===== config.mk =====
export PLATFORM = sky130hd
export DESIGN_NAME = reg_file_sb
export DESIGN_NICKNAME = d
export VERILOG_FILES = /design/src/rtl/reg_file_sb.sv
export SDC_FILE = /design/constraint.sdc
export NUM_CORES = 2
export LEC_CHECK = 0
export CORE_MARGIN = 3
export CORE_UTILIZATION = 60
export CTS_BUF_LIST = sky130_fd_sc_hd__clkbuf_2 sky130_fd_sc_hd__clkbuf_4 sky130_fd_sc_hd__clkbuf_8
export CTS_CLUSTER_SIZE = 20
export DETAILED_ROUTE_END_ITERATION = 6
export GPL_TIMING_DRIVEN = 1
export PLACE_DENSITY = 0.83
export REMOVE_ABC_BUFFERS = 1
export SYNTH_ARGS = -nofsm -noshare
export SYNTH_HDL_FRONTEND = slang
export SYNTH_SLANG_ARGS = --single-unit

===== constraint.sdc =====
create_clock -name clk -period 8.7 [get_ports clk]
set_input_delay 2.61 -clock clk [delete_from_list [all_inputs] [get_ports clk]]
set_output_delay 2.61 -clock clk [all_outputs]
set_load 0.005 [all_outputs]

===== src/rtl/reg_file_sb.sv =====
// ----------------------------------------------------------------------------
// reg_file_sb
//
// Register file with a per-register pending scoreboard. Holds the general
// purpose registers, the PC and the CPSR. Decode/issue marks destination
// registers pending, and execute reads three ports together with busy flags.
// A writeback stores data and clears the pending mark. All state changes
// happen on the rising clock edge. Reads are combinational from registered
// state.
//
// Optional feature macro: RF_BYPASS_EN
//   When defined, a read of the register being written back returns the
//   writeback data and busy=0 in the same cycle. exe_cpsr_out also returns
//   the merged value while a CPSR write is in progress. Issue logic does not
//   change. When undefined, reads see registered state only.
//
// Ports:
//   clk, reset          - clock and synchronous active-high reset
//   if_pc_we/in/out     - PC load enable, next PC, current PC
//   exe_{rd,rs,rt}_num  - read-port register selects
//   exe_*_data_out      - read data
//   exe_*_busy          - selected register is pending
//   exe_cpsr_out        - current CPSR
//   iss_valid/num/ready - issue request, destination, accepted this cycle
//   wb_rd_write_en/num/in   - register writeback
//   wb_cpsr_write_en/mask/in - masked CPSR write
//   pending_cnt         - number of pending registers (registered)
//   wb_err              - sticky: a writeback hit a non-pending register
// ----------------------------------------------------------------------------
module reg_file_sb #(
    parameter int              DATA_W    = 32,
    parameter int              NUM_REGS  = 16,
    parameter int              AW        = 4,
    parameter logic [DATA_W-1:0] PC_RESET = '0,
    parameter int              ZERO_REG0 = 0
) (
    input  logic              clk,
    input  logic              reset,
    input  logic              if_pc_we,
    input  logic [DATA_W-1:0] if_pc_in,
    output logic [DATA_W-1:0] if_pc_out,
    input  logic [AW-1:0]     exe_rd_num,
    input  logic [AW-1:0]     exe_rs_num,
    input  logic [AW-1:0]     exe_rt_num,
    output logic [DATA_W-1:0] exe_rd_data_out,
    output logic [DATA_W-1:0] exe_rs_data_out,
    output logic [DATA_W-1:0] exe_rt_data_out,
    output logic              exe_rd_busy,
    output logic              exe_rs_busy,
    output logic              exe_rt_busy,
    output logic [DATA_W-1:0] exe_cpsr_out,
    input  logic              iss_valid,
    input  logic [AW-1:0]     iss_num,
    output logic              iss_ready,
    input  logic              wb_rd_write_en,
    input  logic [AW-1:0]     wb_rd_num,
    input  logic [DATA_W-1:0] wb_rd_in,
    input  logic              wb_cpsr_write_en,
    input  logic [DATA_W-1:0] wb_cpsr_mask,
    input  logic [DATA_W-1:0] wb_cpsr_in,
    output logic [AW:0]       pending_cnt,
    output logic              wb_err
);

    logic [DATA_W-1:0] regs_q [NUM_REGS];
    logic [DATA_W-1:0] regs_d [NUM_REGS];
    logic [NUM_REGS-1:0] pend_q, pend_d;
    logic [DATA_W-1:0] pc_q, pc_d;
    logic [DATA_W-1:0] cpsr_q, cpsr_d;
    logic [AW:0]       cnt_q, cnt_d;
    logic              wbErr_q, wbErr_d;

    logic              wbHit;
    logic              issHit;
    logic [DATA_W-1:0] cpsrMerged;
    logic [AW-1:0]     rdNum  [3];
    logic [DATA_W-1:0] rdData [3];
    logic              rdBusy [3];

    // A register number is a real storage target only when it is in range
    // and is not the hard-wired zero register.
    function automatic logic isTarget(input logic [AW-1:0] num);
        isTarget = (32'(num) < 32'(NUM_REGS)) && !((ZERO_REG0 != 0) && (num == '0));
    endfunction

    assign wbHit      = wb_rd_write_en && isTarget(wb_rd_num);
    assign cpsrMerged = (cpsr_q & ~wb_cpsr_mask) | (wb_cpsr_in & wb_cpsr_mask);

    // A pending destination may be issued again if its writeback lands in
    // the same cycle. Non-targets always report ready, but the issue does nothing.
    always_comb begin
        iss_ready = 1'b1;
        if (isTarget(iss_num)) begin
            iss_ready = !pend_q[iss_num] || (wb_rd_write_en && (wb_rd_num == iss_num));
        end
    end

    assign issHit = iss_valid && iss_ready && isTarget(iss_num);

    assign rdNum[0] = exe_rd_num;
    assign rdNum[1] = exe_rs_num;
    assign rdNum[2] = exe_rt_num;

    // Read ports. Non-targets read as zero and are never busy. The bypass
    // forwards writeback data to a port that names the register being written.
    always_comb begin
        for (int p = 0; p < 3; p++) begin
            rdData[p] = '0;
            rdBusy[p] = 1'b0;
            if (isTarget(rdNum[p])) begin
                rdData[p] = regs_q[rdNum[p]];
                rdBusy[p] = pend_q[rdNum[p]];
            end
`ifdef RF_BYPASS_EN
            if (wbHit && (rdNum[p] == wb_rd_num)) begin
                rdData[p] = wb_rd_in;
                rdBusy[p] = 1'b0;
            end
`endif
        end
    end

    assign exe_rd_data_out = rdData[0];
    assign exe_rs_data_out = rdData[1];
    assign exe_rt_data_out = rdData[2];
    assign exe_rd_busy     = rdBusy[0];
    assign exe_rs_busy     = rdBusy[1];
    assign exe_rt_busy     = rdBusy[2];

`ifdef RF_BYPASS_EN
    assign exe_cpsr_out = wb_cpsr_write_en ? cpsrMerged : cpsr_q;
`else
    assign exe_cpsr_out = cpsr_q;
`endif

    assign if_pc_out   = pc_q;
    assign pending_cnt = cnt_q;
    assign wb_err      = wbErr_q;

    // Next-state logic. The issue mark is applied after the writeback clear,
    // so a same-cycle issue and writeback to one register leaves it pending.
    // The count is taken from the next pending vector so the registered
    // count always matches the registered vector.
    always_comb begin
        regs_d  = regs_q;
        pend_d  = pend_q;
        pc_d    = if_pc_we ? if_pc_in : pc_q;
        cpsr_d  = wb_cpsr_write_en ? cpsrMerged : cpsr_q;
        wbErr_d = wbErr_q;
        if (wbHit) begin
            regs_d[wb_rd_num] = wb_rd_in;
            pend_d[wb_rd_num] = 1'b0;
            if (!pend_q[wb_rd_num]) begin
                wbErr_d = 1'b1;
            end
        end
        if (issHit) begin
            pend_d[iss_num] = 1'b1;
        end
        cnt_d = '0;
        for (int i = 0; i < NUM_REGS; i++) begin
            cnt_d = cnt_d + (AW+1)'(pend_d[i]);
        end
    end

    // State registers. Reset takes priority over every other update in the
    // same cycle and drops all in-flight pending marks.
    always_ff @(posedge clk) begin
        if (reset) begin
            regs_q  <= '{default: '0};
            pend_q  <= '0;
            pc_q    <= PC_RESET;
            cpsr_q  <= '0;
            cnt_q   <= '0;
            wbErr_q <= 1'b0;
        end else begin
            regs_q  <= regs_d;
            pend_q  <= pend_d;
            pc_q    <= pc_d;
            cpsr_q  <= cpsr_d;
            cnt_q   <= cnt_d;
            wbErr_q <= wbErr_d;
        end
    end

endmodule


### Word-level counts from Yosys, hierarchy flattened

Cells that the tools add are included.

* muxes and demuxes: 28
* bitwise operators: 12
* add/sub/neg operators: 15
* eq/ne operators: 1
* order comparisons: 12
* reductions and logical operators: 8

Operator list (count)
* bitwise mux 512 bit: 1
* binary-select mux 32 bit (select 4 bit): 3
* 2-to-1 mux 32 bit: 7
* demux 32 bit (select 4 bit): 1
* AND 32 bit: 2
* adder 5 x 1 -> 5 bit: 11
* 2-to-1 mux 16 bit: 2
* NOT 32 bit: 1
* OR 32 bit: 1
* < comparator 4 x 5 -> 1 bit (second input constant): 5
* binary-select mux 1 bit (select 4 bit): 5
* greater-or-equal comparator 5 bit (second input constant): 4
* NOT 4 -> 5 bit: 4
* AND 16 bit: 1
* NOT 16 bit: 1
* OR 16 bit: 1
* demux 1 bit (select 4 bit): 2
* greater-or-equal comparator 4 x 1 -> 1 bit (second input constant): 2
* 2-to-1 mux 1 bit: 7
* adder 4 x 1 -> 5 bit: 1
* logical AND 1 bit: 5
* < comparator 5 x 1 -> 1 bit (second input constant): 1
* adder 3 x 1 -> 4 bit: 1
* == test 4 bit: 1
* other kinds (6): 6

* logic and storage cells: 97
* bits in registers: 598
* output and inout port bits: 170
* input bits: 154

### Depth between registers and ports, before layout

* depth after elaboration: 24
* depth in mapped cells: 20
* depth with buffers taken out: 18

### Least setup slack after synthesis

OpenSTA, ideal clock, no wires.

* kind: in2reg
* from: input iss_num[1]
* to: register cnt_q[4] (netlist: pending_cnt[4])
* stages: 19
* setup time: 0.080 ns
* setup slack: 1.352 ns
* data required time: 8.620 ns
* buffers on the path: 1
* arrival: 7.268 ns
* path through: buf_6 mux2_1 mux4_2 or4b_4 o21a_4 a31o_2 fa_1 fa_1 inv_1 fa_1 inv_1 fa_1 inv_1 ha_1 inv_1 fa_1 inv_1 a21oi_1 nor3b_1

* word-level cells in the longest chain between the ends: 21
* elaborated cells on any way between the ends: 29
* classes of those cells: add/sub (15); order compare (2); eq/ne (1); mux (5); bitwise (1); reduce/logical (5)

Ends and longest elaborated chain
* start: declaration: RTL line 53 `input logic [AW-1:0] iss_num,`
* < comparator 4 x 5 -> 1 bit (not written as such) (tied with other cells): RTL line 158 `pend_d[iss_num] = 1'b1;`
* logical AND 1 bit (not written as such) / 2-to-1 mux 1 bit (equally long branches): RTL line 158, 94
* 2-to-1 mux 1 bit (not written as such) / zero test 1 bit (equally long branches): RTL line 158, 94
* demux 1 bit (select 4 bit) / logical OR 1 bit (equally long branches): RTL line 158, 94
* OR 16 bit (no source line) / logical AND 1 bit (equally long branches)
* 2-to-1 mux 16 bit *: RTL line 157 `if (issHit) begin`
* adder 1 x 1 -> 2 bit: RTL line 162 `cnt_d = cnt_d + (AW+1)'(pend_d[i]);`
* adder 2 x 1 -> 3 bit: RTL line 162
* adder 3 x 1 -> 4 bit: RTL line 162
* adder 4 x 1 -> 5 bit: RTL line 162
* adder 5 x 1 -> 5 bit (10 in a row): RTL line 162
* adder 5 x 1 -> 5 bit *: RTL line 162
* end signal: assignment: RTL line 181 `cnt_q <= cnt_d;`
* end: declaration: RTL line 70 `logic [AW:0] cnt_q, cnt_d;`

Every way passes the cells marked *; elsewhere a longest branch is shown, timed or not. The select of a mux whose other input is x is not followed.
A chain may end at the register's enable or synchronous reset.

### Worst setup path after layout

* from: input iss_num[1]
* to: output iss_ready

* word-level cells in the longest chain between the ends: 4
* elaborated cells on any way between the ends: 6
* classes of those cells: eq/ne (1); mux (2); reduce/logical (3)

Ends and longest elaborated chain
* binary-select mux 1 bit (select 4 bit): RTL line 94 `iss_ready = !pend_q[iss_num] || (wb_rd_write_en && (wb_rd_num == iss_num));`
* 2-to-1 mux 1 bit (not written as such): RTL line 94
* zero test 1 bit: RTL line 94
* logical OR 1 bit *: RTL line 94
* end: declaration: RTL line 54 `output logic iss_ready,`

Marks and branches as above.

==> out/qor.tcl <==
set qor(final_hold_viol_count) 0
set qor(sw_frac_of_total_pct) 26.44
set qor(crit_chain) {clkdlybuf4s50_1 -> buf_4 -> mux2i_1 -> and3_1 -> nor4_1 -> mux2i_1 -> a21o_1 -> clkdlybuf4s50_1}
set qor(firstDrtPassIters) 6
set qor(number_of_warnings_printed_during_yosys_synthesis) 0
set qor(cp-start-kind) {input port}
set qor(clk_root_buffer_cell) {clkbuf_8}
set qor(top_level_ports) 324
set qor(postSynthCellCount) 3392
set qor(fillCellCount) 3739
set qor(area_growth_pct) 17.36
set qor(largest_net_degree_at_the_start_of_global_routing) 185
set qor(outcome) {complete, no violations}
set qor(slew_headroom_pct) 17.60
set qor(avgRoutedWirePerCell_um) 26.62
set qor(crit_type) {in2out}
set qor(row_count) 85
set qor(setup_viol) 0
set qor(critical-path-top-delay-family) {buffers and inverters}
set qor(finalWeightedCongestion) 0.9109
set qor(layout.nets) 3700
set qor(multiplexer_area_fraction_after_synthesis_pct) 34.98
set qor(cts_made_buffers) 99
set qor(grt_pass1_vias) 29500
set qor(p_seq_share_pct) 46.5
set qor(timing.max_cap.violations) 0
set qor(path_max_fanout) 9
set qor(worstPathRequired_ns) 6.09
set qor(worstHoldPathType) {reg2reg}
set qor(post_cts.resized_instances) 0
set qor(grt_pass1_wl_um) 174100
set qor(synth-edff-count) 0
set qor(wirelength_um) 115500
set qor(detailedPlacementHpwl_um) 66530
set qor(post-route-drc-count) 0
set qor(initial_core_util_pct) 61.40
set qor(holdWs_ns) 0.4547
set qor(power.switching_uw) 1609
set qor(share_comb_of_total_power_pct) 11.8
set qor(worstPathArrival_ns) 5.20
set qor(main_combinational_cell_family_by_area_after_synthesis) {multiplexers}
set qor(buffer_ports.inserted) 323
set qor(synth_sequential_area_ratio_pct) 35.81
set qor(core-area_um2) 54450
set qor(post_synth.cell_area_avg_um2) 9.857
set qor(drt_iter0_markers) 4344
set qor(yosys.area_share.simple_pct) 14.64
set qor(layout_worst_path_cycle_share_pct) 89.79
set qor(drive_gt1_share_pct) 22.55
set qor(clock_tree_from_tritoncts) {done}
set qor(antenna_found_initial) 5
set qor(timing.critical_path.slowest_cell_delay_ns) 0.66
set qor(count_of_pins_over_their_slew_limit) 0
set qor(gr-total-overflow) 0
set qor(route.antenna.remaining_nets) 0
set qor(critical_path.slowest_cell) {clkdlybuf4s50_1}
set qor(fin_tns_setup_ns) 0
set qor(clock_latency_ns) 0.72
set qor(floorplan.die.width_um) 242.1
set qor(mappedNetlistArea_um2) 33430
set qor(synthesized_area_fraction_occupied_by_ao_oa_aoi_and_oai_cells_pct) 9.307
set qor(synth_adder_area_share_pct) 0.7859
set qor(gr-usage-all-layers_pct) 38.78
set qor(achievable-frequency_mhz) 128.0
set qor(vias) 30030
set qor(seq_area_um2) 11970
set qor(peakVddDrop_uv) 137.0
set qor(proportion_of_synthesized_flip_flops_having_asynchronous_set_or_reset_pct) 0
set qor(cellInternalPower_uw) 4476
set qor(h-tree-depth) 3
set qor(post_dr_vias_cell) 6.922
set qor(setup_repair_after_global_routing_missed_its_margin) {no}
set qor(p_clk_share_pct) 41.7
set qor(critPathCaptureType) {output pin}
set qor(p_leak_uw) 0.01287
set qor(yosys.area_share.xor_xnor_pct) 0.07859
set qor(cts.hold.buffers_added) 0
set qor(timing.clock.skew_ns) 0.03500
set qor(worst_pin_slew_ns) 1.229
set qor(area_taken_by_multi_input_logic_gates_um2) 20150
set qor(die_footprint_um2) 58590
set qor(cts.sinks) 598
set qor(clkSlewWorstSetupHoldPaths_ns) 0.06
set qor(pwr_cell_area_nw_per_um2) 155.1
set qor(post-route-min-period_ns) 7.812
set qor(clock_tree_buf_depth) 3
set qor(postSynthRegisterBits) 598
set qor(post_cts.repair.setup_buffers) 0
set qor(postSynth.topFlopCell) {dfxtp_1}
set qor(buf_inv_on_cp) 3
set qor(dieHeight_um) 242.1
set qor(yosys.cell_types.count) 50
metrics by stage:
stage          power [uW]  util, %  area [um2]  setup WS (ns)  instances
6_report             6085    72.06       39240         0.8880       4339
5_1_grt              6250    72.06       39240         0.7349       4339
4_1_cts              6077    72.05       39230         0.9360       4336
3_5_place_dp         3588    68.39       37240         0.5405       4169
3_3_place_gp         3577    68.39       37240         0.5809       4169
2_1_floorplan        3124        -       32030          1.469       3025
Yosys cell counts (6+ instances only):
cell / instances / share of area, %
nand2b_1: 6 / 0.11
a311oi_1: 8 / 0.21
mux4_2: 501 / 34
a21oi_1: 554 / 8.3
fa_1: 10 / 0.60
mux2i_1: 34 / 1.0
nand3_1: 41 / 0.61
nor2_1: 53 / 0.60
o21ai_0: 7 / 0.10
nor2b_1: 7 / 0.13
clkbuf_1: 318 / 3.6
nand2_1: 1120 / 13
dfxtp_1: 598 / 36
buf_2: 19 / 0.28
buf_1: 29 / 0.33
inv_1: 17 / 0.19
nand3b_1: 8 / 0.18
cell type report:
type,count,area share (%)
multi-input cells,2410,51.35
flip-flops and latches,598,30.51
repair buffers,405,10.52
clock buffers,148,4.793
well taps,739,2.356
clock inverters,19,0.2838
inverters,17,0.1626
diodes,3,0.01913
cell families (layout without fill, tap and decap cells):
kind of cell	Yosys count	in the layout
compound gates	595	595
xor+xnor	3	3
fa+ha+maj	15	15
buf+inv	384	589
flops	598	598
mux	541	541
other cells	0	3
simple gates	1256	1256
worst min-delay path: cells and delay by family, from the launching register on:
| family | cells | cell delay (ns) |
|---|---|---|
| AOI/OAI and AO/OA | 1 | 0.05 |
| DFF | 1 | 0.31 |
| and+or+nand+nor | 1 | 0.05 |
routing by layer:
| metal | part of all wire, % | wire, um | track usage (%) |
|---|---|---|---|
| met2 | 45 | 51840 | 59.01 |
| met3 | 15 | 17890 | 13.79 |
| met1 | 32 | 36800 | 46.54 |
| met5 | 0.0095 | 11 | 0 |
| met4 | 7.8 | 8985 | 26.29 |
power groups by stage:
stage	combinational, uW	clock [uW]	sequential, uW
5_1_grt	755	2660	2830
6_report	718	2540	2830
2_1_floorplan	248	0	2880
4_1_cts	705	2540	2830
3_5_place_dp	702	0	2890
3_3_place_gp	694	0	2880
state kept, by name, indices dropped and copies added, names as in the netlist, named ones only:
register,cells
if_pc_out,32
pend_q,16
regs_q,512
wb_err,1
pending_cnt,5
cells in the final DEF, fill, tap and decap left out, types with 4 or more instances in the layout:
cell type	instances
a21oi_1	554
a2bb2oi_1	4
a311oi_1	8
a31o_2	5
buf_12	24
buf_2	8
buf_4	58
clkbuf_4	25
clkbuf_8	126
clkdlybuf4s50_1	308
clkinv_2	13
clkinvlp_4	5
dfxtp_1	598
fa_1	10
ha_1	5
inv_1	17
mux2i_1	34
mux4_2	501
nand2_1	1108
nand2_2	12
nand2b_1	6
nand3_1	37
nand3_2	4
nand3b_1	8
nor2_1	41
nor2_4	12
nor2b_1	7
nor3_2	4
nor3b_1	5
o21ai_0	7
path summary, 6_finish.rpt:
path	from	endpoint	slack (ns)	cells after the start
worst max-delay path	iss_num[1]	iss_ready	0.89	8
worst min-delay path	flip-flop	flip-flop	0.45	2
worst max register to register	pend_q[10]	pending_cnt[2]	3.39	17
worst min register to register	flip-flop	flip-flop	0.45	2
Power figures use the tool's default switching activity.
